## config.mk

```make
export PLATFORM = sky130hd
export DESIGN_NAME = ppu_seq_ctrl
export DESIGN_NICKNAME = d
export VERILOG_FILES = /design/src/rtl/ppu_seq_ctrl.sv
export SDC_FILE = /design/constraint.sdc
export NUM_CORES = 1
export LEC_CHECK = 0
export ABC_AREA = 1
export CAP_MARGIN = 20
export CORE_MARGIN = 1
export CORE_UTILIZATION = 30
export DETAILED_ROUTE_END_ITERATION = 8
export GPL_TIMING_DRIVEN = 0
export HOLD_SLACK_MARGIN = 0.1
export PLACE_DENSITY_LB_ADDON = 0.2
export SYNTH_ARGS = -nofsm -noshare
export SYNTH_HDL_FRONTEND = slang
export SYNTH_SLANG_ARGS = --single-unit
```

## constraint.sdc

```tcl
create_clock -name clk -period 2.8 [get_ports clk]
set_clock_uncertainty 0.1 [all_clocks]
set_input_delay 0.56 -clock clk [delete_from_list [all_inputs] [get_ports clk]]
set_output_delay 0.56 -clock clk [all_outputs]
set_load 0.005 [all_outputs]
```

## src/rtl/ppu_seq_ctrl.sv

```systemverilog
`default_nettype none
// ============================================================================
// Module      : ppu_seq_ctrl
// Description : Sequencer for one post-processing pass. It streams len
//               32-bit psums out of the psum buffer, passes each through the
//               post-processing unit (PPU), packs the returned quantized bytes
//               four per word and writes the words into the ofmap buffer.
//
// Ports       : clk, rst            clock, synchronous active-high reset
//               start, len,         pass request and its parameters, all
//               src_base, dst_base, sampled in the cycle start is accepted
//               scale_in
//               psum_rd_en/_addr    psum-buffer read (data one cycle later)
//               psum_rd_data        psum-buffer read data
//               ppu_en/_data/_scale PPU drive
//               ppu_valid/_byte     PPU result, one cycle after ppu_en
//               ofm_wr_en/_addr/    ofmap-buffer word write with byte strobes
//               _data/_strb
//               busy, done          pass active / one-cycle completion pulse
//               cycle_cnt           busy-cycle counter (PPU_SEQ_PERF_EN only)
//
// Options     : `define PPU_SEQ_PERF_EN adds the cycle_cnt output.
//
// Revision    : 1.0  initial release
// ============================================================================
module ppu_seq_ctrl (
    input  logic        clk,
    input  logic        rst,
    input  logic        start,
    input  logic [15:0] len,
    input  logic [11:0] src_base,
    input  logic [11:0] dst_base,
    input  logic [11:0] scale_in,
    output logic        psum_rd_en,
    output logic [11:0] psum_rd_addr,
    input  logic [31:0] psum_rd_data,
    output logic        ppu_en,
    output logic [31:0] ppu_data,
    output logic [11:0] ppu_scale,
    input  logic        ppu_valid,
    input  logic [7:0]  ppu_byte,
    output logic        ofm_wr_en,
    output logic [11:0] ofm_wr_addr,
    output logic [31:0] ofm_wr_data,
    output logic [3:0]  ofm_wr_strb,
    output logic        busy,
`ifdef PPU_SEQ_PERF_EN
    output logic [31:0] cycle_cnt,
`endif
    output logic        done
);

    typedef enum logic [2:0] {
        IDLE  = 3'd0,
        ISSUE = 3'd1,
        DRAIN = 3'd2,
        FLUSH = 3'd3,
        DONE  = 3'd4
    } state_t;

    state_t      state;
    logic [15:0] rd_left;     // reads still to issue after the current one
    logic [15:0] rx_left;     // PPU bytes still expected in this pass
    logic [1:0]  lane;        // lane the next received byte lands in
    logic [23:0] pack;        // lanes 0..2 of the word being assembled
    logic [11:0] wr_ptr;      // next ofmap word address

    logic        take;        // a PPU byte belonging to this pass arrives
    logic        last_byte;
    logic [31:0] word;        // packed word including the arriving byte
    logic [3:0]  fill_strb;   // lanes 0..lane filled

    // PPU data is a straight pass-through of the read data, forced to zero
    // whenever no read is returning so the path reads 0 out of reset.
    assign ppu_data = ppu_en ? psum_rd_data : 32'd0;

    // Bytes are accepted only while a pass is collecting them; stray
    // ppu_valid pulses outside ISSUE/DRAIN, or beyond len, are dropped.
    assign take      = ppu_valid && (rx_left != 16'd0)
                       && ((state == ISSUE) || (state == DRAIN));
    assign last_byte = (rx_left == 16'd1);

    always_comb begin
        word                       = {8'd0, pack};
        word[{lane, 3'b000} +: 8]  = ppu_byte;
        case (lane)
            2'd0:    fill_strb = 4'b0001;
            2'd1:    fill_strb = 4'b0011;
            2'd2:    fill_strb = 4'b0111;
            default: fill_strb = 4'b1111;
        endcase
    end

    always_ff @(posedge clk) begin
        if (rst) begin
            state        <= IDLE;
            rd_left      <= 16'd0;
            rx_left      <= 16'd0;
            lane         <= 2'd0;
            pack         <= 24'd0;
            wr_ptr       <= 12'd0;
            psum_rd_en   <= 1'b0;
            psum_rd_addr <= 12'd0;
            ppu_en       <= 1'b0;
            ppu_scale    <= 12'd0;
            ofm_wr_en    <= 1'b0;
            ofm_wr_addr  <= 12'd0;
            ofm_wr_data  <= 32'd0;
            ofm_wr_strb  <= 4'd0;
            busy         <= 1'b0;
            done         <= 1'b0;
        end else begin
            ofm_wr_en <= 1'b0;
            done      <= 1'b0;
            ppu_en    <= psum_rd_en;

            // Byte packing. A word is written the cycle after its lane 3
            // fills, or after the final byte of the pass for a partial word;
            // unfilled lanes are zero because pack is cleared after a write.
            if (take) begin
                rx_left <= rx_left - 16'd1;
                lane    <= lane + 2'd1;
                if ((lane == 2'd3) || last_byte) begin
                    ofm_wr_en   <= 1'b1;
                    ofm_wr_addr <= wr_ptr;
                    ofm_wr_data <= word;
                    ofm_wr_strb <= fill_strb;
                    wr_ptr      <= wr_ptr + 12'd1;
                    pack        <= 24'd0;
                end else begin
                    pack <= word[23:0];
                end
            end

            case (state)
                IDLE: begin
                    if (start) begin
                        ppu_scale <= scale_in;
                        wr_ptr    <= dst_base;
                        lane      <= 2'd0;
                        pack      <= 24'd0;
                        rx_left   <= len;
                        busy      <= 1'b1;
                        if (len == 16'd0) begin
                            state <= DONE;
                            done  <= 1'b1;
                        end else begin
                            state        <= ISSUE;
                            psum_rd_en   <= 1'b1;
                            psum_rd_addr <= src_base;
                            rd_left      <= len - 16'd1;
                        end
                    end
                end
                ISSUE: begin
                    if (rd_left == 16'd0) begin
                        psum_rd_en <= 1'b0;
                        state      <= DRAIN;
                    end else begin
                        psum_rd_addr <= psum_rd_addr + 12'd1;
                        rd_left      <= rd_left - 16'd1;
                    end
                end
                DRAIN: begin
                    // The final byte's write (full or partial) is issued on
                    // this same edge and is visible during FLUSH.
                    if (take && last_byte) begin
                        state <= FLUSH;
                    end
                end
                FLUSH: begin
                    state <= DONE;
                    done  <= 1'b1;
                end
                DONE: begin
                    state <= IDLE;
                    busy  <= 1'b0;
                end
                default: begin
                    state <= IDLE;
                    busy  <= 1'b0;
                end
            endcase
        end
    end

`ifdef PPU_SEQ_PERF_EN
    // Counts busy cycles of the latest pass; holds its value once idle.
    always_ff @(posedge clk) begin
        if (rst) begin
            cycle_cnt <= 32'd0;
        end else if ((state == IDLE) && start) begin
            cycle_cnt <= 32'd0;
        end else if (busy) begin
            cycle_cnt <= cycle_cnt + 32'd1;
        end
    end
`endif

endmodule
`default_nettype wire

```

==> results list <==
* Proportion of synthesized flip-flops having asynchronous set or reset: 0%
* Number of max-slew violations in the final report: 0
- The HPWL after detailed placement is 21960 um.
* Min Tclk post-route: 2634 ps
* Deepest level of the CTS H-tree: 4
- The flow ran to the end, and the final reports show no timing, DRC or antenna violations.
* Sum of overflow across all layers after global routing: 0
- Maximum buffer depth of the clock tree: 2
- In this run the power density over the cells is 771.9 mW/mm^2.
* Worst Path Required: 3070 ps
* Unrepaired setup endpoints after global routing: no
* Root buffer selected by CTS: sky130_fd_sc_hd__clkbuf_16
- Share of post-route cells with drive strength above 1: 6.706%
- The top cell type by area accounts for 36.72% of the synthesized area.
* Sequential group share of total power: 32.6%
- Pin count of the biggest net entering global routing: 17
- Summed over all nets, the switching power comes to 0.003555 W.
- Most common library cells after synthesis: 335 x sky130_fd_sc_hd__nand2_1, 166 x sky130_fd_sc_hd__nor2_1, 150 x sky130_fd_sc_hd__dfxtp_1
* Total leakage power: 5.022 nW
- Share of total power consumed by net switching: 40.82%
- Number of DRC violations after detailed routing: 0
* Number of antenna cells inserted: 0
* Die height: 167.1 um
* Post-route core utilization: 41.99%
- Final setup violation count: 0
- Wirelength, routed: 29270 um
- By area the synthesized netlist is led by sky130_fd_sc_hd__dfxtp_1 37%, sky130_fd_sc_hd__nand2_1 15%, sky130_fd_sc_hd__nor2_1 7.6%.
- CP Class: flip-flop to flip-flop
- The clock reaches the later pin of the worst-skew pair after 440 ps.
- Final Hold Vio Count: 0
* Net Count, Synth: 1392
* Core outline area: 0.02688 mm^2
* P_int: 0.005155 W
- For this run, the top clock speed supported by timing is 0.3796 GHz.
- Synthesis produced a netlist whose cell count is 1285.
- Worst setup EP type: flip-flop
- The share of total power dissipated in the clock network is 27.8%.
- Hold repair after CTS inserted 0 buffers.
- Number of placed cells counting well taps: 1830
- Mapped cell area: 0.008178 mm^2
- The floorplan step set the die width to 167.1 um.
- Number of global-route vias before repair: 8491
- Initial Util: 30.43%
* Number of library cell types mapped by synthesis: 40
- Top cell type by total area after synthesis: sky130_fd_sc_hd__dfxtp_1
* Post-placement cell area: 0.01065 mm^2
* Type of element launching the critical path: flip-flop
* Synth-to-layout area growth: 37.99%
* DR pass1 iterations: 5
- Per report_power, the combinational group accounts for 39.7% of the total.
* IO Count: 205
- The first global-routing pass estimated 46290 um of wire.
- IO Port Bufs: 204
- Minimum setup slack in the final design: 166.0 ps
- Vias after detailed routing: 8948
- After routing the design area is 0.01128 mm^2.
- Dividing the detail-routed via count by the number of cells gives 4.806.
* Drt wl/cell: 15.72 um
- Most frequently used cell type in the post-synthesis netlist: sky130_fd_sc_hd__nand2_1
- The average instance in the mapped netlist occupies 6.364 um^2.
- Pre-CTS setup slack: -318.5 ps
- Flop and latch count out of synthesis: 150
- The first routing iteration left 733 violations.
- Clock tree synthesis found a total of 150 sinks.
- The worst path uses 94.07% of the clock period.
* Worst VDD drop: 0.4936 mV
- Path type of the worst min-delay path: flip-flop to flip-flop
* Number of nets in the layout: 1615
- The initial antenna violation count came to 0.
- Count of nets left with antenna violations after detail routing: 0
* Count of max-cap constraint violations: 0
- Final instance count without filler cells: 1862
- Total CTS buffers: 17
- The die covers 0.02792 mm^2.
* Headroom to the max-slew limit: 47.15%
* Synthesis warning total: 0
* Rows: 60
* # fillers: 2874
* Last weighted congestion value of the routability-driven placer: 0.9110
- Post-synth EDFFs: 0
- Area of the multi-input gates: 0.004288 mm^2
- After clock tree synthesis, the clock-pin slew on the worst setup and hold paths is 70 ps.
- Area used by sequential logic in the layout: 0.003003 mm^2
- Top_reg_cell synth: sky130_fd_sc_hd__dfxtp_1
- CTS tree: built
- Worst Max-Slew Pin Slew: 792.7 ps
* Sequential cell area fraction in the yosys report: 36.72%
- GRT Util Overall: 21.13%
- For the worst setup path, the data arrival time is 2900 ps.
* Crit Path Max Fanout: 13
[through the flow]
step	setup TNS, ps	hold slack, ps	power (W)
after floorplan	0	340.7	0.005060
after global placement	-4204	346.1	0.006263
after detailed placement	-4432	346.3	0.006284
after CTS	0	357.5	0.008728
after global routing	0	387.3	0.009342
final	0	353.0	0.008711
[flip-flops by register name (all words and copies together) (netlist names)]
signal        cells
busy              1
done              1
lane              2
ofm_wr_addr      12
ofm_wr_data      32
ofm_wr_en         1
ofm_wr_strb       4
pack             24
ppu_en            1
ppu_scale        12
psum_rd_addr     12
psum_rd_en        1
rd_left          16
rx_left          16
state             3
wr_ptr           12
[power groups by stage]
stage                     sequential (W)  combinational, W  clock [W]
after detailed placement         0.00287           0.00341          0
after floorplan                  0.00280           0.00226          0
final                            0.00284           0.00346    0.00242
after CTS                        0.00283           0.00344    0.00246
after global placement           0.00287           0.00339          0
after global routing             0.00288           0.00389    0.00256
[worst max-delay path, stage by stage (launching register included)]
cell and delay (ps):
sky130_fd_sc_hd__dfxtp_1 330, sky130_fd_sc_hd__clkbuf_4 200, sky130_fd_sc_hd__clkinvlp_4 150, sky130_fd_sc_hd__buf_2 270, sky130_fd_sc_hd__ha_1 180, sky130_fd_sc_hd__buf_1 290, sky130_fd_sc_hd__buf_1 510, sky130_fd_sc_hd__nor2_1 100
sky130_fd_sc_hd__a21oi_1 200, sky130_fd_sc_hd__nand3_1 100, sky130_fd_sc_hd__a21oi_1 120
[logic make-up after synthesis]
group           after synthesis  share of synthesized area [%]
simple gates                671                          34.30
compound gates              215                          14.66
xor+xnor                     13                          1.392
mux                           1                         0.1377
fa+ha+maj                    11                          1.683
buf+inv                     224                          11.11
flops                       150                          36.72
[worst paths after layout]
path	slack, ps	end	cells past startpoint	from
setup reg to reg	170	pack[7]	10	lane[0]
hold reg to reg	350	ofm_wr_strb[0]	2	ofm_wr_strb[0]
hold / removal	350	ofm_wr_strb[0]	2	ofm_wr_strb[0]
setup / recovery	170	pack[7]	10	lane[0]
[area by class of cell]
class,instances,area share [%]
buffer,68,2.938
clock buffer,19,3.925
clock inverter,13,1.408
inverter,156,5.244
multi-input combinational,911,38.00
sequential,150,26.61
tap,341,3.781
timing repair buffer,204,18.10
[metal layers]
metal	GRT usage, %	wire [um]
met3	4.160	1679
met4	6.562	558
met5	0	0
met2	35.16	13630
met1	27.42	13400
[cell usage in the layout, fill, tap and decap left out, types with 3 or more instances in the layout]
| master | netlist | routed |
|---|---|---|
| sky130_fd_sc_hd__a21oi_1 | 84 | 84 |
| sky130_fd_sc_hd__a22o_1 | 12 | 12 |
| sky130_fd_sc_hd__buf_1 | 9 | 10 |
| sky130_fd_sc_hd__buf_2 | 28 | 28 |
| sky130_fd_sc_hd__buf_4 | 8 | 8 |
| sky130_fd_sc_hd__clkbuf_1 | 23 | 20 |
| sky130_fd_sc_hd__clkbuf_16 | 0 | 17 |
| sky130_fd_sc_hd__clkdlybuf4s50_1 | 0 | 204 |
| sky130_fd_sc_hd__clkinvlp_4 | 0 | 3 |
| sky130_fd_sc_hd__dfxtp_1 | 150 | 150 |
| sky130_fd_sc_hd__ha_1 | 11 | 11 |
| sky130_fd_sc_hd__inv_1 | 146 | 146 |
| sky130_fd_sc_hd__inv_2 | 8 | 8 |
| sky130_fd_sc_hd__inv_6 | 0 | 6 |
| sky130_fd_sc_hd__nand2_1 | 335 | 334 |
| sky130_fd_sc_hd__nand2_2 | 2 | 3 |
| sky130_fd_sc_hd__nand3_1 | 123 | 123 |
| sky130_fd_sc_hd__nand4_1 | 14 | 14 |
| sky130_fd_sc_hd__nor2_1 | 166 | 165 |
| sky130_fd_sc_hd__nor2_2 | 6 | 5 |
| sky130_fd_sc_hd__nor2_4 | 2 | 4 |
| sky130_fd_sc_hd__nor3_1 | 15 | 15 |
| sky130_fd_sc_hd__o211ai_1 | 8 | 8 |
| sky130_fd_sc_hd__o21ai_0 | 88 | 88 |
| sky130_fd_sc_hd__o21ai_1 | 3 | 3 |
| sky130_fd_sc_hd__o22ai_1 | 11 | 10 |
| sky130_fd_sc_hd__xor2_1 | 11 | 11 |
[timing repair]
| item | 4_1_cts | 5_1_grt |
|---|---|---|
| pin swaps | 0 | 1 |
| resized for setup | 4 | 10 |
| setup endpoints to repair | 26 | 46 |
| setup buffers | 0 | 0 |
| gates cloned | 0 | 0 |
No activity file was read; power rests on OpenSTA's default activity.
